### config.mk
export PLATFORM = sky130hd
export DESIGN_NAME = uart_rx_frame_parser_flat
export DESIGN_NICKNAME = d
export VERILOG_FILES = /design/src/rtl/uart_rx_frame_parser_if.sv /design/src/rtl/uart_rx_frame_parser.sv /design/src/flat_wrapper.sv
export SDC_FILE = /design/constraint.sdc
export NUM_CORES = 1
export LEC_CHECK = 0
export ABC_AREA = 1
export BUFFER_PORTS_ARGS = -buffer_cell sky130_fd_sc_hd__buf_2
export CAP_MARGIN = 20
export CORE_MARGIN = 2
export CORE_UTILIZATION = 63
export CTS_CLUSTER_DIAMETER = 50
export DETAILED_ROUTE_END_ITERATION = 12
export GPL_TIMING_DRIVEN = 0
export PLACE_DENSITY = 0.85
export RECOVER_POWER = 25
export SLEW_MARGIN = 20
export SYNTH_ARGS = -nofsm -noshare
export SYNTH_HDL_FRONTEND = slang
export SYNTH_SLANG_ARGS = --single-unit
### constraint.sdc
create_clock -name clk -period 4.5 [get_ports clk]
set_input_delay 0.225 -clock clk [delete_from_list [all_inputs] [get_ports clk]]
set_output_delay 0.225 -clock clk [all_outputs]
set_load 0.01 [all_outputs]
### src/rtl/uart_rx_frame_parser_if.sv
// ---------------------------------------------------------------------------
// uart_rx_frame_parser_if
// Bundles the RX FIFO read port and the decoded-frame output bus of
// uart_rx_frame_parser.
//   master : the parser. Reads the FIFO and drives signal words and status.
//   slave  : the environment. Drives the FIFO flags/data and consumes outputs.
// Signals:
//   rx_fifo_empty / rx_fifo_ren / rx_fifo_rdata : non-showahead FIFO read port
//   sig_wen, sig_idx, sig_dig, sig_data         : decoded signal word strobe
//   cnt_10ms                                    : timestamp of last good frame
//   frame_done, frame_err, err_code, seq_err    : frame status
//   frame_cnt, err_cnt                          : wrapping frame counters
// ---------------------------------------------------------------------------
interface uart_rx_frame_parser_if;
   logic        rx_fifo_empty;
   logic        rx_fifo_ren;
   logic [7:0]  rx_fifo_rdata;
   logic        sig_wen;
   logic [4:0]  sig_idx;
   logic        sig_dig;
   logic [13:0] sig_data;
   logic [15:0] cnt_10ms;
   logic        frame_done;
   logic        frame_err;
   logic [2:0]  err_code;
   logic        seq_err;
   logic [15:0] frame_cnt;
   logic [15:0] err_cnt;

   modport master (
      input  rx_fifo_empty, rx_fifo_rdata,
      output rx_fifo_ren, sig_wen, sig_idx, sig_dig, sig_data, cnt_10ms,
             frame_done, frame_err, err_code, seq_err, frame_cnt, err_cnt
   );

   modport slave (
      output rx_fifo_empty, rx_fifo_rdata,
      input  rx_fifo_ren, sig_wen, sig_idx, sig_dig, sig_data, cnt_10ms,
             frame_done, frame_err, err_code, seq_err, frame_cnt, err_cnt
   );
endinterface

### src/rtl/uart_rx_frame_parser.sv
// ---------------------------------------------------------------------------
// uart_rx_frame_parser
// Pops bytes from a non-showahead UART RX FIFO, hunts for the 32-bit frame
// header (sent LSB byte first), validates the frame fields and streams the
// decoded signal words. Reports frame completion, aborts with a cause code,
// and timestamp sequence gaps.
// Ports:
//   clk  : system clock
//   rst  : asynchronous active-low reset
//   ena  : parser enable; low = no FIFO reads, state held
//   bus  : uart_rx_frame_parser_if.master (FIFO port + decoded outputs)
// Error codes: 1 num_signal, 2 word index, 3 type byte, 4 digital value,
//              5 analog value.
// ---------------------------------------------------------------------------
module uart_rx_frame_parser #(
   parameter logic [31:0] HEAD        = 32'h7FFF7FFF,
   parameter int          NUM_SIGNAL  = 16,
   parameter int          NUM_DIGITAL = 2,
   parameter logic [7:0]  TYPE_DIG    = 8'h33,
   parameter logic [7:0]  TYPE_ANA    = 8'hCC
) (
   input  logic                   clk,
   input  logic                   rst,
   input  logic                   ena,
   uart_rx_frame_parser_if.master bus
);

   typedef enum logic [1:0] {HUNT, HDR, SIG} state_t;

   // Oldest received byte ends up in the MSBs of the window.
   localparam logic [31:0] HEAD_WIN = {HEAD[7:0], HEAD[15:8], HEAD[23:16], HEAD[31:24]};
   localparam logic [15:0] NSIG16   = 16'(NUM_SIGNAL);
   localparam logic [4:0]  LAST_W   = 5'(NUM_SIGNAL - 1);
   localparam logic [4:0]  NDIG5    = 5'(NUM_DIGITAL);

   state_t      state_q, state_d;
   logic        rd_val_q;
   logic [31:0] win_q, win_d;
   logic [1:0]  bcnt_q, bcnt_d;
   logic [4:0]  word_q, word_d;
   logic [15:0] ts_q, ts_d;
   logic [7:0]  tmp_q, tmp_d;       // num_signal low byte, then b2 of a word
   logic        first_q, first_d;

   logic        wen_q, wen_d;
   logic [4:0]  idx_q, idx_d;
   logic        dig_q, dig_d;
   logic [13:0] data_q, data_d;
   logic [15:0] cnt_q, cnt_d;
   logic        done_q, done_d;
   logic        err_q, err_d;
   logic [2:0]  code_q, code_d;
   logic        seq_q, seq_d;
   logic [15:0] fcnt_q, fcnt_d;
   logic [15:0] ecnt_q, ecnt_d;

   logic [7:0]  rx_b;
   logic [31:0] win_sh;
   logic        is_dig;
   logic        abort_c;
   logic [2:0]  abort_code_c;

   assign bus.rx_fifo_ren = ena & ~bus.rx_fifo_empty;
   assign rx_b   = bus.rx_fifo_rdata;
   assign win_sh = {win_q[23:0], rx_b};
   assign is_dig = (word_q < NDIG5);

   always_comb begin
      state_d      = state_q;
      win_d        = win_q;
      bcnt_d       = bcnt_q;
      word_d       = word_q;
      ts_d         = ts_q;
      tmp_d        = tmp_q;
      first_d      = first_q;
      wen_d        = 1'b0;
      idx_d        = idx_q;
      dig_d        = dig_q;
      data_d       = data_q;
      cnt_d        = cnt_q;
      done_d       = 1'b0;
      err_d        = 1'b0;
      code_d       = code_q;
      seq_d        = 1'b0;
      fcnt_d       = fcnt_q;
      ecnt_d       = ecnt_q;
      abort_c      = 1'b0;
      abort_code_c = 3'd0;

      // Everything advances only on a received byte, so ena/empty gaps
      // change timing but never values.
      if (rd_val_q) begin
         case (state_q)
            HUNT: begin
               win_d = win_sh;
               if (win_sh == HEAD_WIN) begin
                  state_d = HDR;
                  bcnt_d  = 2'd0;
                  win_d   = '0;
               end
            end
            HDR: begin
               bcnt_d = bcnt_q + 2'd1;
               case (bcnt_q)
                  2'd0: ts_d[7:0]  = rx_b;
                  2'd1: ts_d[15:8] = rx_b;
                  2'd2: tmp_d      = rx_b;
                  default: begin
                     if ({rx_b, tmp_q} != NSIG16) begin
                        abort_c      = 1'b1;
                        abort_code_c = 3'd1;
                     end else begin
                        state_d = SIG;
                        word_d  = 5'd0;
                     end
                  end
               endcase
            end
            SIG: begin
               bcnt_d = bcnt_q + 2'd1;
               case (bcnt_q)
                  2'd0: begin
                     if (rx_b != {3'b000, word_q}) begin
                        abort_c      = 1'b1;
                        abort_code_c = 3'd2;
                     end
                  end
                  2'd1: begin
                     if (rx_b != (is_dig ? TYPE_DIG : TYPE_ANA)) begin
                        abort_c      = 1'b1;
                        abort_code_c = 3'd3;
                     end
                  end
                  2'd2: begin
                     tmp_d = rx_b;
                     if (is_dig && (rx_b > 8'd1)) begin
                        abort_c      = 1'b1;
                        abort_code_c = 3'd4;
                     end
                  end
                  default: begin
                     if (is_dig && (rx_b != 8'd0)) begin
                        abort_c      = 1'b1;
                        abort_code_c = 3'd4;
                     end else if (!is_dig && (rx_b[7:6] != 2'b00)) begin
                        abort_c      = 1'b1;
                        abort_code_c = 3'd5;
                     end else begin
                        wen_d  = 1'b1;
                        idx_d  = word_q;
                        dig_d  = is_dig;
                        data_d = is_dig ? {13'd0, tmp_q[0]} : {rx_b[5:0], tmp_q};
                        if (word_q == LAST_W) begin
                           done_d  = 1'b1;
                           cnt_d   = ts_q;
                           fcnt_d  = fcnt_q + 16'd1;
                           // First good frame has no predecessor to compare.
                           seq_d   = !first_q && (ts_q != cnt_q + 16'd1);
                           first_d = 1'b0;
                           state_d = HUNT;
                        end else begin
                           word_d = word_q + 5'd1;
                        end
                     end
                  end
               endcase
            end
            default: state_d = HUNT;
         endcase

         if (abort_c) begin
            err_d   = 1'b1;
            code_d  = abort_code_c;
            ecnt_d  = ecnt_q + 16'd1;
            state_d = HUNT;
            win_d   = '0;
            bcnt_d  = 2'd0;
         end
      end
   end

   always_ff @(posedge clk or negedge rst) begin
      if (!rst) begin
         state_q  <= HUNT;
         rd_val_q <= 1'b0;
         win_q    <= '0;
         bcnt_q   <= '0;
         word_q   <= '0;
         ts_q     <= '0;
         tmp_q    <= '0;
         first_q  <= 1'b1;
         wen_q    <= 1'b0;
         idx_q    <= '0;
         dig_q    <= 1'b0;
         data_q   <= '0;
         cnt_q    <= '0;
         done_q   <= 1'b0;
         err_q    <= 1'b0;
         code_q   <= '0;
         seq_q    <= 1'b0;
         fcnt_q   <= '0;
         ecnt_q   <= '0;
      end else begin
         state_q  <= state_d;
         rd_val_q <= bus.rx_fifo_ren;
         win_q    <= win_d;
         bcnt_q   <= bcnt_d;
         word_q   <= word_d;
         ts_q     <= ts_d;
         tmp_q    <= tmp_d;
         first_q  <= first_d;
         wen_q    <= wen_d;
         idx_q    <= idx_d;
         dig_q    <= dig_d;
         data_q   <= data_d;
         cnt_q    <= cnt_d;
         done_q   <= done_d;
         err_q    <= err_d;
         code_q   <= code_d;
         seq_q    <= seq_d;
         fcnt_q   <= fcnt_d;
         ecnt_q   <= ecnt_d;
      end
   end

   assign bus.sig_wen    = wen_q;
   assign bus.sig_idx    = idx_q;
   assign bus.sig_dig    = dig_q;
   assign bus.sig_data   = data_q;
   assign bus.cnt_10ms   = cnt_q;
   assign bus.frame_done = done_q;
   assign bus.frame_err  = err_q;
   assign bus.err_code   = code_q;
   assign bus.seq_err    = seq_q;
   assign bus.frame_cnt  = fcnt_q;
   assign bus.err_cnt    = ecnt_q;

endmodule
### src/flat_wrapper.sv
// flat-port wrapper written by rule: the top's interface ports become plain ports
module uart_rx_frame_parser_flat 
#(
   parameter logic [31:0] HEAD        = 32'h7FFF7FFF,
   parameter int          NUM_SIGNAL  = 16,
   parameter int          NUM_DIGITAL = 2,
   parameter logic [7:0]  TYPE_DIG    = 8'h33,
   parameter logic [7:0]  TYPE_ANA    = 8'hCC
)
  (clk, rst, ena, bus_rx_fifo_empty, bus_rx_fifo_rdata, bus_rx_fifo_ren, bus_sig_wen, bus_sig_idx, bus_sig_dig, bus_sig_data, bus_cnt_10ms, bus_frame_done, bus_frame_err, bus_err_code, bus_seq_err, bus_frame_cnt, bus_err_cnt);
  uart_rx_frame_parser_if bus_i ();
  input  logic clk;
  input  logic rst;
  input  logic ena;
  input wire logic [$bits(bus_i.rx_fifo_empty)-1:0] bus_rx_fifo_empty;
  input wire logic [$bits(bus_i.rx_fifo_rdata)-1:0] bus_rx_fifo_rdata;
  output wire logic [$bits(bus_i.rx_fifo_ren)-1:0] bus_rx_fifo_ren;
  output wire logic [$bits(bus_i.sig_wen)-1:0] bus_sig_wen;
  output wire logic [$bits(bus_i.sig_idx)-1:0] bus_sig_idx;
  output wire logic [$bits(bus_i.sig_dig)-1:0] bus_sig_dig;
  output wire logic [$bits(bus_i.sig_data)-1:0] bus_sig_data;
  output wire logic [$bits(bus_i.cnt_10ms)-1:0] bus_cnt_10ms;
  output wire logic [$bits(bus_i.frame_done)-1:0] bus_frame_done;
  output wire logic [$bits(bus_i.frame_err)-1:0] bus_frame_err;
  output wire logic [$bits(bus_i.err_code)-1:0] bus_err_code;
  output wire logic [$bits(bus_i.seq_err)-1:0] bus_seq_err;
  output wire logic [$bits(bus_i.frame_cnt)-1:0] bus_frame_cnt;
  output wire logic [$bits(bus_i.err_cnt)-1:0] bus_err_cnt;
  assign bus_i.rx_fifo_empty = bus_rx_fifo_empty;
  assign bus_i.rx_fifo_rdata = bus_rx_fifo_rdata;
  assign bus_rx_fifo_ren = bus_i.rx_fifo_ren;
  assign bus_sig_wen = bus_i.sig_wen;
  assign bus_sig_idx = bus_i.sig_idx;
  assign bus_sig_dig = bus_i.sig_dig;
  assign bus_sig_data = bus_i.sig_data;
  assign bus_cnt_10ms = bus_i.cnt_10ms;
  assign bus_frame_done = bus_i.frame_done;
  assign bus_frame_err = bus_i.frame_err;
  assign bus_err_code = bus_i.err_code;
  assign bus_seq_err = bus_i.seq_err;
  assign bus_frame_cnt = bus_i.frame_cnt;
  assign bus_err_cnt = bus_i.err_cnt;
  uart_rx_frame_parser #(.HEAD(HEAD), .NUM_SIGNAL(NUM_SIGNAL), .NUM_DIGITAL(NUM_DIGITAL), .TYPE_DIG(TYPE_DIG), .TYPE_ANA(TYPE_ANA)) u_core (.clk(clk), .rst(rst), .ena(ena), .bus(bus_i));
endmodule
# Yosys cells after proc, flatten, opt, wreduce, memory -nomap -nowiden
# Index checks and enable logic that the tools add are counted.
[word_totals]
mem_count = 0
word_cells = 142
romBits = 0
output_inout_bits = 76
ram_bits = 0
latchBits = 0
reg_bits = 134
inputBits = 12
[classes]
bitwise_logic = 5
reduce_logical = 25
n_mux = 62
magnitude_cmp = 2
add_sub_neg = 5
n_mul = 0
n_div = 0
shifts = 0
n_eq_ne = 23
[op_table]
columns = ["op", "n"]
rows = [
  ["$mux W24", 3],
  ["$add A16 B1 Y16 const B", 3],
  ["$eq A32 B32 Y1 const B", 1],
  ["$mux W5", 6],
  ["$mux W1", 28],
  ["$mux W2", 12],
  ["$ne A16 B16 Y1", 1],
  ["$ne A16 B5 Y1 const B", 1],
  ["$reduce_and A8 Y1", 2],
  ["$mux W14", 1],
  ["$mux W3", 4],
  ["$ne A2 B2 Y1 const B", 6],
  ["$reduce_and A3 Y1", 4],
  ["$pmux W5 S2", 1],
  ["$ne A3 B3 Y1 const B", 3],
  ["$pmux W3 S3", 1],
  ["$gt A8 B1 Y1 const B", 1],
  ["$mux W8", 1],
  ["$ne A8 B5 Y1", 1],
  ["$ne A8 B8 Y1", 1],
  ["$reduce_bool A8 Y1", 1],
  ["$ne A3 B1 Y1 const B", 2],
  ["$ne A3 B2 Y1 const B", 2],
  ["$pmux W2 S3", 1],
  ["22 further kinds", 35],
]

# Longest topological paths before layout
# Gate-level depths: netlist of run 1.
[logic_depth]
depth_word = 10
mapped_depth = 16
ltp_nobuf = 16

# Worst setup path before layout of run 1
# No wires, ideal clock.
[synth_timing]
path_kind = "reg2reg"
startpoint = "register u_core.word_q[3]"
endpoint = "register u_core.win_q[22]"
period_less_slack_ps = 2049
path_slack_ps = 2451
path_stages_with_launch = 17
setup_time_ps = 118
required_ps = 4382
arrival_ps = 1931
path_cell_list = "dfrtp_1 -> nor2_4 -> nand2_4 -> ha_1 -> inv_1 -> nand4_1 -> nor2_1 -> nand2_1 -> nand2_1 -> nand3_1 -> nand2_1 -> nand2_2 -> nand2_8 -> nand2_4 -> buf_6 -> nand3b_1 -> nand2_1"
[synth_between]
elab_chain_cells = 10
elab_cells_between_ends = 19
[synth_lines]
columns = ["element", "line", "text"]
rows = [
  ["from (decl)", "uart_rx_frame_parser.sv:40", "logic [4:0] word_q, word_d;"],
  ["from (signal assigned)", "uart_rx_frame_parser.sv:208", "word_q <= word_d;"],
  ["branches (longest 5 deep; another with $lt A5 B2 Y1)", "n/a", ""],
  ["$pmux W1 S3 *", "uart_rx_frame_parser.sv:121", "case (bcnt_q)"],
  ["$pmux W1 S2 *", "uart_rx_frame_parser.sv:93", "case (state_q)"],
  ["$mux W1 *", "uart_rx_frame_parser.sv:92", "if (rd_val_q) begin"],
  ["$reduce_bool A2 Y1 (no source line)", "n/a", ""],
  ["$reduce_and A2 Y1 (no source line)", "n/a", ""],
  ["to (signal assigned)", "uart_rx_frame_parser.sv:206", "win_q <= win_d;"],
  ["to (decl)", "uart_rx_frame_parser.sv:38", "logic [31:0] win_q, win_d;"],
]
# Mark *: on every way between the ends. The select of a mux whose other input is x is not followed.
# A chain may end at the register's enable or synchronous reset.

==> summary.md, run 1 <==
| Metric | Value |
|---|---|
| Outcome | `finished with violations` |
| Failing checks | `capacitance limit, slew limit` |
| Antenna diode count | `0` |
| DR vias | `around 6400` |
| Fillers | `757` |
| R2R setup slack | `1990 ps` |
| RSZ-0062 raised after global routing | `false` |
| HP Class | `input port to register` |
| H-Tree Depth | `4` |
| Post-synth EDFFs | `0` |
| Die Ht | `110 um` |
| Post-CTS Resized | `0` |
| Post-route cell area | `8440 um^2` |
| Final Max Tran Viols | `between 40 and 50` |
| Clk_lat worst skew | `about 540 ps` |
| Worst IR drop on VDD | `between 0.0003 and 0.0004 V` |
| DP HPWL | `11400 um` |
| Root buf cell | `clkbuf_8` |
| First-pass GRT wire length | `29400 um` |
| Post-Syn Nets | `around 900` |
| Worst EP required | `4570 ps` |
| DR pass1 iterations | `5` |
| Ports | `88` |
| Multi-input gate area | `3270 um^2` |
| Max stage delay on crit path | `roughly 1900 ps` |
| CTS tree | `yes` |
| Fraction of registers with async set/reset | `100%` |
| Ys flop type | `dfrtp_1` |
| Avg Synthesized Cell Area | `around 8.1 um^2` |
| Post CTS Setup Buffer Count | `0` |
| Vias in the first global route | `6196` |
| Clock transition at path regs | `about 60 ps` |
| CP cell instances | `dlygate4sd3_1 > clkbuf_1` |
| Initial core utilization | `65.1%` |
| Starting DRT DRC Count | `about 580` |
| Via density per instance | `5.66` |
| Post-Syn Instances | `872` |
| Largest net degree at the start of global routing | `89` |
| Final setup vio count | `0` |
| Register area | `3350 um^2` |
| Clk buf depth | `2` |
| Hold slack final | `39.8 ps` |
| CP max FO | `47` |
| Final min period | `2580 ps` |
| Worst slew pin tran | `around 2700 ps` |
| Worst Path Arrival | `~2700 ps` |
| Clock skew | `8.23 ps` |
| Post-DRT Antenna Nets | `0` |
| GRT overflow | `0` |
| Synthesized flop and latch total | `134` |
| DR WL/cell | `about 16 um` |
| Number of remaining DRC errors | `0` |
| Seq/Total Area, Yosys | `a little under half` |
| Crit start category | `input port` |
| Slew Limit Headroom | `-77.0%` |
| GPL Wtd Cong | `0.920` |
| Power density over cell area | `358 nW/um^2` |
| Worst setup EP type | `async pin` |
| CP max-delay cell | `clkbuf_1` |
| # rows | `38` |
| PortBufs | `87` |
| Setup_tns | `0 ps` |
| Max_cap viols | `1` |
| Hold Crit Start | `bus_rx_fifo_rdata[7]` |
| FF-to-FF Start | `u_core.word_q[2]` |
| Non-Filler Instances | `1135` |
| Chip width | `110 um` |
| Fmax | `~390 MHz` |
| Leak | `roughly 4.5 nW` |
| Mapped Area | `7090 um^2` |
| Synth warnings | `0` |
| Layout area overhead | `19.0%` |
| Worst path top cell family by delay | `buffers and inverters` |
| Final clock period utilization by the worst path | `57.4%` |
| DP Area | `7740 um^2` |
| Share of cells above drive strength 1 | `17.3%` |
| Worst setup path start | `rst` |
| Die area | `12100 um^2` |
| CTS sink cnt | `134` |
| Hold Vio Cnt, Final | `0` |
| Crit path buffers/inverters | `2` |
| Number of antenna violations at the first check in global routing | `0` |
| Critical path type | `input port to async pin` |
| Dpl cells | `1100` |
| Global Route Usage Sum | `roughly a third` |
| Routed WL | `17800 um` |
| Final #Nets | `roughly 1000` |
| Core area | `approximately 11000 um^2` |
| Synth cell types | `40` |
| CTS buffer count | `17` |
-- state kept, by name (all words and copies together) (netlist names), 2 cells and up --
name / cells
u_core.ts_q: 16
u_core.win_q: 24
u_core.bus.err_cnt: 16
u_core.bcnt_q: 2
u_core.bus.err_code: 3
u_core.tmp_q: 8
u_core.state_q: 2
u_core.bus.frame_cnt: 16
u_core.word_q: 5
u_core.bus.sig_idx: 5
u_core.bus.sig_data: 14
u_core.bus.cnt_10ms: 16
-- cells by family after synthesis --
kind of cell | share of synthesized area (%)
simple gates | 31.0
flops | 47.3
buf+inv | 6.58
compound gates | 6.48
xor+xnor | 5.06
fa+ha+maj | 3.53
-- layout by cell type, fill, tap and decap left out, types with 5 or more instances in the layout --
cell / n
nand2_1: 277
inv_1: 75
dfrtp_1: 133
nor2_4: 5
a21oi_1: 12
o21ai_1: 32
o21ai_0: 36
nand3b_1: 16
nand3_1: 78
clkbuf_1: 8
xnor2_1: 12
nor2_1: 51
nor3_1: 11
clkbuf_16: 16
inv_2: 9
xor2_1: 29
ha_1: 20
bufinv_16: 6
buf_2: 94
nand4_1: 17
-- per-stage QoR --
stage          util [%]  worst slack, ps  total power [mW]
2_1_floorplan         -             2450              1.38
3_3_place_gp       70.7             1420              1.44
3_5_place_dp       71.1             2120              1.45
4_1_cts            77.6             2030              3.03
5_1_grt            77.5             1400              3.11
6_report           77.5             1920              3.02
-- worst paths after layout --
check | endpoint | depth (start not counted)
worst max-delay path | u_core.bus.err_cnt[7] | 2
worst min-delay path | u_core.win_q[7] | 3
worst max register to register | u_core.win_q[22] | 16
worst min register to register | u_core.bus.sig_data[11] | 2
max in group clk | u_core.win_q[22] | 16
min in group asynchronous | u_core.bus.sig_data[10] | 2
-- tightest hold or removal path, delay by kind of cell --
family | cells | cell delay, ps
buffers and inverters | 1 | 160
AND/OR/NAND/NOR | 2 | 150
-- synthesized netlist by cell type (all sizes together) (3+ instances only) --
library cell  instances  area share [%]
xnor2                12             1.5
ha                   20             3.5
nand3b               16             1.7
nand3                80             5.8
nor2                 61             4.1
a21oi                12            0.85
xor2                 29             3.6
dfrtp               133              47
nor3                 14             1.3
nor4                  3            0.26
nand4                18             1.7
o21ai                68             4.8
buf                  16             1.6
nand2               286              16
clkbuf                6            0.32
inv                  85             4.5
-- where the power goes --
part / total (mW) / leakage, nW / switching (mW) / internal [mW]
Combinational: 0.151 / 2.59 / 0.0944 / 0.0568
Clock: 1.59 / 0.329 / 0.527 / 1.06
Sequential: 1.28 / 1.61 / 0.0373 / 1.25
-- area by class of cell --
type	count	area share, %
flip-flops and latches	134	39.8
repair buffers	91	5.83
inverters	87	3.90
clock buffers	21	5.44
well taps	140	2.08
plain buffers	22	1.63
multi-input cells	629	38.8
clock inverters	11	2.60
-- routing by layer --
layer,vias up,track usage (%),share of wire [%],wire [um]
li1,3047,-,-,-
met1,3045,39.1,41,7290
met2,262,53.4,49,8770
met3,73,6.76,5.8,1030
met4,0,14.6,4.2,751
met5,-,0,0,0
-- what timing repair did --
item                                    4_1_cts  5_1_grt
hold endpoints to repair                     47        0
endpoints found under the setup margin        0        0
hold buffers                                  3        0
(Power assumes the default switching activity.)
==> run 2: changes to the inputs <==
--- a/config.mk
+++ b/config.mk
@@ -9,11 +9,11 @@
 export BUFFER_PORTS_ARGS = -buffer_cell sky130_fd_sc_hd__buf_2
 export CAP_MARGIN = 20
 export CORE_MARGIN = 2
-export CORE_UTILIZATION = 63
+export CORE_UTILIZATION = 53
 export CTS_CLUSTER_DIAMETER = 50
 export DETAILED_ROUTE_END_ITERATION = 12
 export GPL_TIMING_DRIVEN = 0
-export PLACE_DENSITY = 0.85
+export PLACE_DENSITY = 0.76
 export RECOVER_POWER = 25
 export SLEW_MARGIN = 20
 export SYNTH_ARGS = -nofsm -noshare
==> constraint.sdc (replaced) <==
create_clock -name clk -period 2.3 [get_ports clk]
set_input_delay 0.115 -clock clk [delete_from_list [all_inputs] [get_ports clk]]
set_output_delay 0.115 -clock clk [all_outputs]
set_load 0.01 [all_outputs]
==> run 2 against run 1 <==
Effect of this change: the run now ends clean; largest power group unchanged; core utilization shrank 12 points; total power up 85%; global-route usage is 8.3 points lower; via count shrank 4.4%; combinational power up 98%; cell count grew 4.2%; critical endpoint is now u_core.win_q[22]; flip-flop and latch count unchanged; largest cell class is now multi-input combinational cells.
==> summary.md, run 2 (synthesized netlist as in run 1, its figures left out) <==
| Metric | Value |
|---|---|
| Worst Slack Setup Final | `25.2 ps (-1890 ps)` |
| Layout area overhead | `21.6%` |
| Critical path type | `register to register` |
| Root buf cell | `clkbuf_16` |
| Largest register FFs | `24 (unchanged)` |
| Global Route Usage Sum | `23.4% (-8.3 points)` |
| DR pass1 iterations | `5 (unchanged)` |
| Vias in the first global route | `5620 (-9.3%)` |
| Worst EP required | `2610 ps (-1960 ps)` |
| Final clock period utilization by the worst path | `98.9%` |
| Combinational Power Share | `5.3% (+0.3 points)` |
| CTS buffer count | `17 (unchanged)` |
| RSZ-0062 raised after global routing | `true` |
| Hold EP | `u_core.win_q[7]` |
| Clock transition at path regs | `60 ps (about the same)` |
| Chip width | `120 um (+8.7%)` |
| DR vias | `6142 (-4.4%)` |
| Leak | `4.57 nW (+0.92%)` |
| Final min period | `2270 ps` |
| HP Class | `input port to register` |
| Hold Vio Cnt, Final | `0 (unchanged)` |
| FF-to-FF Start | `u_core.word_q[1]` |
| Largest net degree at the start of global routing | `87 (-2.2%)` |
| Starting DRT DRC Count | `400 (-31%)` |
| CTS sink cnt | `134 (unchanged)` |
| Register area | `3360 um^2 (+0.11%)` |
| Slew Limit Headroom | `19.1% (+96 points)` |
| Final Max Tran Viols | `0 (-100%)` |
| Int Pwr | `4.37 mW (+85%)` |
| Top reg by flops | `u_core.win_q` |
| Max stage delay on crit path | `430 ps (-1440 ps)` |
| Worst Path Arrival | `2590 ps (-60 ps)` |
| Worst IR drop on VDD | `0.000393 V (+17%)` |
| DP HPWL | `11000 um (-3.0%)` |
| Worst path top cell family by delay | `simple AND/OR/NAND/NOR gates` |
| CP max FO | `8 (-83%)` |
| Final setup vio count | `0 (unchanged)` |
| Share of cells above drive strength 1 | `20.1% (+2.8 points)` |
| Multi-input gate area | `3390 um^2 (+3.6%)` |
| PortBufs | `87 (unchanged)` |
| Crit path buffers/inverters | `2 (unchanged)` |
| Post-layout util | `65.6% (-12 points)` |
| DR WL/cell | `13.7 um (-13%)` |
| Most frequent cells in the layout | `274 x nand2_1, 130 x dfrtp_1, 93 x buf_2` |
| Antenna diode count | `0 (unchanged)` |
| Fillers | `1075 (+42%)` |
| R2R setup slack | `30 ps (-1960 ps)` |
| Final #Nets | `1026 (+1.2%)` |
| Cell depth of the worst flop-to-flop path | `16 (unchanged)` |
| Crit start category | `register` |
| Clk buf depth | `2 (unchanged)` |
| Die Ht | `120 um (+8.7%)` |
| Die area | `14300 um^2 (+18%)` |
| Sequential share of power | `44.8% (+2.3 points)` |
| Clk_lat worst skew | `420 ps (-120 ps)` |
| Ports | `88 (unchanged)` |
| CTS tree | `yes` |
| Core area | `13100 um^2 (+21%)` |
| R2R Path End | `u_core.win_q[22]` |
| Hold Crit Start | `bus_rx_fifo_rdata[7]` |
| Sw frac | `21.9% (+0.14 points)` |
| Worst slew pin tran | `1210 ps (-1440 ps)` |
| Commonest non-fill, non-tap cell in the layout | `nand2_1` |
| Max_cap viols | `0 (-1)` |
| Number of remaining DRC errors | `0 (unchanged)` |
| Power density over cell area | `649 nW/um^2 (+81%)` |
| GPL Wtd Cong | `0.870 (-5.4%)` |
| Worst setup EP type | `register` |
| Via density per instance | `5.19 (-8.3%)` |
| Clk network pwr share | `49.8% (-2.7 points)` |
| Post-DRT Antenna Nets | `0 (unchanged)` |
| Most used cell, CP | `nand2_2` |
| GRT overflow | `0 (unchanged)` |
| Number of antenna violations at the first check in global routing | `0 (unchanged)` |
| Initial core utilization | `54.0% (-11 points)` |
| CP max-delay cell | `dfrtp_2` |
| First-pass GRT wire length | `26500 um (-9.8%)` |
| H-Tree Depth | `4 (unchanged)` |
| CP cell instances | `nor2_4 > nand2_4 > ha_1 > inv_1 > nand2_1 > nor2_2 > nand2_2 > nand2_2 > nand3_2 > nand2_2 > nand2_4 > nand2_8 > nand2_8 > buf_6 > nand3b_1 > nand2_1` |
| Sw Pwr | `1.23 mW (+86%)` |
| Routed WL | `16200 um (-9.0%)` |
| Clock skew | `9.56 ps (+1.34 ps)` |
| Fmax | `around 440 MHz` |
| # rows | `42 (+11%)` |
| Worst hold stages | `3 (unchanged)` |
| Post-Place Setup Slack | `-101 ps (-2220 ps)` |
| Outcome | `finished, final reports clean` |
==> run 2: worst min-delay path, stage by stage <==
cell and delay [ps]:
buf_2 160, nand3_2 90, nand2_1 50
==> run 2: through the flow <==
stage | cell area (um^2) | TNS, ps | cells | power [mW] | hold slack, ps
after detailed placement | 7780 | -2170 | 1136 | 2.84 | 43.8
after global routing | 8620 | -2530 | 1183 | 5.80 | 23.3
after floorplan | 7090 | 0 | 872 | 2.69 | -181
after CTS | 8480 | 0 | 1177 | 5.63 | 49.4
after global placement | 7750 | -100200 | 1135 | 2.82 | 275
final | 8620 | 0 | 1183 | 5.60 | 38.6
==> run 2: area by class of cell <==
type	instances	area share [%]
buffer	22	1.63
clock buffer	24	5.70
clock inverter	8	1.41
inverter	87	3.82
multi-input combinational	629	39.3
sequential	134	38.9
tap	176	2.55
timing repair buffer	103	6.66
==> run 2: power groups by stage <==
stage	combinational (mW)	clock, mW	sequential, mW
floorplan	0.157	0	2.54
global placement	0.273	0	2.55
detailed placement	0.286	0	2.55
CTS	0.294	2.82	2.51
global route	0.343	2.94	2.52
finish	0.299	2.79	2.51
==> run 2: per-layer routing <==
layer  GRT usage (%)  wire, um  vias up
met5               0         0        -
met4            10.5       363        0
met3            5.32       647       32
met2            37.8      7790      134
met1            30.1      7420     2908
li1                -         -     3068
==> run 2: how the worst max path moves through the flow <==
stage                           startpoint                       end  depth (start not counted)
after floorplan           u_core.word_q[3]          u_core.win_q[22]                         16
after global placement                 rst  u_core.bus.frame_cnt[11]                          1
after detailed placement  u_core.word_q[3]           u_core.win_q[7]                         16
after CTS                 u_core.word_q[1]           u_core.win_q[7]                         16
after global routing      u_core.word_q[1]          u_core.win_q[22]                         15
final                     u_core.word_q[1]          u_core.win_q[22]                         16
==> run 2: timing repair <==
item,in CTS,in global routing
gates cloned,0,2
gates resized for setup,4,23
endpoints found under the hold margin,49,0
buffers inserted,6,4
endpoints found under the setup margin,42,49
hold buffers,3,0
pin swaps,3,8
==> run 3: changes to the inputs <==
--- a/config.mk
+++ b/config.mk
@@ -14,7 +14,6 @@
 export DETAILED_ROUTE_END_ITERATION = 12
 export GPL_TIMING_DRIVEN = 0
 export PLACE_DENSITY = 0.76
-export RECOVER_POWER = 25
 export SLEW_MARGIN = 20
 export SYNTH_ARGS = -nofsm -noshare
 export SYNTH_HDL_FRONTEND = slang
==> run 3 against run 2 <==
Effect of this change: first-iteration DRC count is 5.5% lower; cell count unchanged; clock skew about the same; critical path depth did not move; sequential power about the same; highest routed layer unchanged; core utilization grew 0.20 points; global-route usage is the same; flip-flop and latch count stayed put; combinational power is 2% higher; register-to-register slack hardly changed.
==> summary.md, run 3 (synthesized netlist as in run 1, its figures left out) <==
| Metric | Value |
|---|---|
| DR vias | `6120 (-0.36%)` |
| RSZ-0062 raised after global routing | `true` |
| Via density per instance | `5.17 (-0.36%)` |
| Final min period | `2270 ps (-7.66 ps)` |
| Final Max Tran Viols | `0 (unchanged)` |
| Sequential share of power | `44.8% (about the same)` |
| Fmax | `441 MHz (+0.34%)` |
| Hold Vio Cnt, Final | `0 (unchanged)` |
| PortBufs | `87 (unchanged)` |
| CP cell instances | `nor2_4 > nand2_4 > ha_1 > inv_1 > nand2_1 > nor2_2 > nand2_2 > nand2_2 > nand3_2 > nand2_2 > nand2_4 > nand2_8 > nand2_8 > buf_6 > nand3b_1 > nand2_1` |
| Largest register FFs | `24 (unchanged)` |
| Ports | `88 (unchanged)` |
| Dpl cells | `1136 (unchanged)` |
| Post-route cell area | `8650 um^2 (+0.30%)` |
| Critical path type | `register to register` |
| HP Class | `input port to register` |
| Worst EP required | `2610 ps (about the same)` |
| CP max-delay cell | `dfrtp_2` |
| Worst Slack Setup Final | `32.8 ps (+7.66 ps)` |
| Post-Place Setup Slack | `-101 ps (unchanged)` |
| CTS buffer count | `17 (unchanged)` |
| # rows | `42 (unchanged)` |
| Int Pwr | `4.38 mW (+0.11%)` |
| Die area | `14300 um^2 (unchanged)` |
| Final clock period utilization by the worst path | `98.6% (-0.33 points)` |
| Share of cells above drive strength 1 | `20.1% (unchanged)` |
| Root buf cell | `clkbuf_16` |
| Number of antenna violations at the first check in global routing | `0 (unchanged)` |
| CP max FO | `8 (unchanged)` |
| Starting DRT DRC Count | `378 (-5.5%)` |
| Clk network pwr share | `49.8% (about the same)` |
| DP HPWL | `11000 um (unchanged)` |
| Max stage delay on crit path | `430 ps (about the same)` |
| Max_cap viols | `0 (unchanged)` |
| Layout area overhead | `22.0%` |
| Final setup vio count | `0 (unchanged)` |
| Sw frac | `21.9% (-0.026 points)` |
| Commonest non-fill, non-tap cell in the layout | `nand2_1` |
| Clock skew | `9.15 ps (-0.410 ps)` |
| Worst Path Arrival | `2580 ps (about the same)` |
| GRT overflow | `0 (unchanged)` |
| Worst path top cell family by delay | `simple AND/OR/NAND/NOR gates` |
| Worst setup EP type | `register` |
| Die Ht | `120 um (unchanged)` |
| Final #Nets | `1026 (unchanged)` |
| Chip width | `120 um (unchanged)` |
| Power density over cell area | `648 nW/um^2 (-0.22%)` |
| Most used cell, CP | `nand2_2` |
| DR pass1 iterations | `5 (unchanged)` |
| Global Route Usage Sum | `23.4% (unchanged)` |
| Top reg by flops | `u_core.win_q` |
| Worst IR drop on VDD | `0.000393 V (+0.17%)` |
| Non-Filler Instances | `1183 (unchanged)` |
| Routed WL | `16200 um (about the same)` |
| CTS tree | `yes` |
| Vias in the first global route | `5620 (unchanged)` |
| GPL Wtd Cong | `0.870 (unchanged)` |
| Antenna diode count | `0 (unchanged)` |
| Slew Limit Headroom | `56.3% (+37 points)` |
| Most frequent cells in the layout | `274 x nand2_1, 130 x dfrtp_1, 93 x buf_2` |
| Hold slack final | `38.0 ps (-0.646 ps)` |
| Clock transition at path regs | `60 ps (about the same)` |
| DR WL/cell | `13.7 um (about the same)` |
| DP Area | `7780 um^2 (unchanged)` |
| Sw Pwr | `1.23 mW (about the same)` |
| Core area | `13100 um^2 (unchanged)` |
| Initial core utilization | `54.0% (unchanged)` |
| Crit start category | `register` |
| Clk_lat worst skew | `420 ps (about the same)` |
| First-pass GRT wire length | `26500 um (unchanged)` |
| Worst slew pin tran | `652 ps (-562 ps)` |
| Combinational Power Share | `5.4% (about the same)` |
| Clk buf depth | `2 (unchanged)` |
| CTS sink cnt | `134 (unchanged)` |
| Post-DRT Antenna Nets | `0 (unchanged)` |
| Leak | `4.58 nW (+0.22%)` |
| Outcome | `finished, final reports clean` |
| Largest net degree at the start of global routing | `87 (unchanged)` |
| Crit path buffers/inverters | `2 (unchanged)` |
| H-Tree Depth | `4 (unchanged)` |
| Number of remaining DRC errors | `0 (unchanged)` |
-- run 3: cell count changes in the layout (fill, tap and decap cells not counted) --
cell and change:
buf_8 +1, buf_6 -1, clkbuf_2 -1, buf_16 +1
-- run 3: cell type report --
class,instances,area [um^2]
fillers,1071,4490
multi-input cells,629,3390
flip-flops and latches,134,3360
repair buffers,103,601
clock buffers,24,492
inverters,87,329
well taps,176,220
plain buffers,22,140
clock inverters,8,121
-- run 3: per-stage QoR --
stage               utilization, %  power [mW]  setup TNS (ps)
floorplan                        -        2.69               0
global placement              59.0        2.82         -100200
detailed placement            59.2        2.84           -2170
CTS                           64.5        5.63               0
global route                  65.8        5.81           -2530
finish                        65.8        5.60               0
-- run 3: worst register-to-register path, stage by stage, from the launching register on --
cell and delay, ps:
dfrtp_2 430, nor2_4 140, nand2_4 130, ha_1 310
inv_1 60, nand2_1 60, nor2_2 120, nand2_2 80
nand2_2 80, nand3_2 80, nand2_2 90, nand2_4 80
nand2_8 120, nand2_8 90, buf_6 150, nand3b_1 80
nand2_1 60
-- run 3: repair_timing --
item                                    in CTS  in global routing
hold buffers                                 3                  0
endpoints found under the hold margin       49                  0
endpoints found under the setup margin      42                 49
resized for setup                            4                 23
setup buffers                                6                  4
gates cloned                                 0                  2
pin swaps                                    3                  8
-- run 3: final timing paths --
kind / startpoint / end / slack, ps / depth (start not counted)
max in group asynchronous: rst / u_core.first_q / 1370 / 3
setup reg to reg: u_core.word_q[1] / u_core.win_q[22] / 30 / 16
min in group asynchronous: rst / u_core.bus.sig_data[10] / 180 / 2
setup / recovery: u_core.word_q[1] / u_core.win_q[22] / 30 / 16
hold reg to reg: u_core.first_q / u_core.first_q / 470 / 2
hold / removal: bus_rx_fifo_rdata[7] / u_core.win_q[7] / 40 / 3
-- run 3: power groups by stage --
stage | Sequential [mW] | Combinational, mW | Clock, mW
after detailed placement | 2.55 | 0.286 | 0
after floorplan | 2.54 | 0.157 | 0
after global placement | 2.55 | 0.273 | 0
final | 2.51 | 0.304 | 2.79
after global routing | 2.52 | 0.349 | 2.94
after CTS | 2.51 | 0.294 | 2.82
-- run 3: routing by layer --
layer  track usage, %  part of all wire (%)  vias up
met5                0                     0        -
met4             10.5                   2.2        0
met3             5.32                   4.2       30
met2             37.8                    48      138
met1             30.1                    46     2882
li1                 -                     -     3070
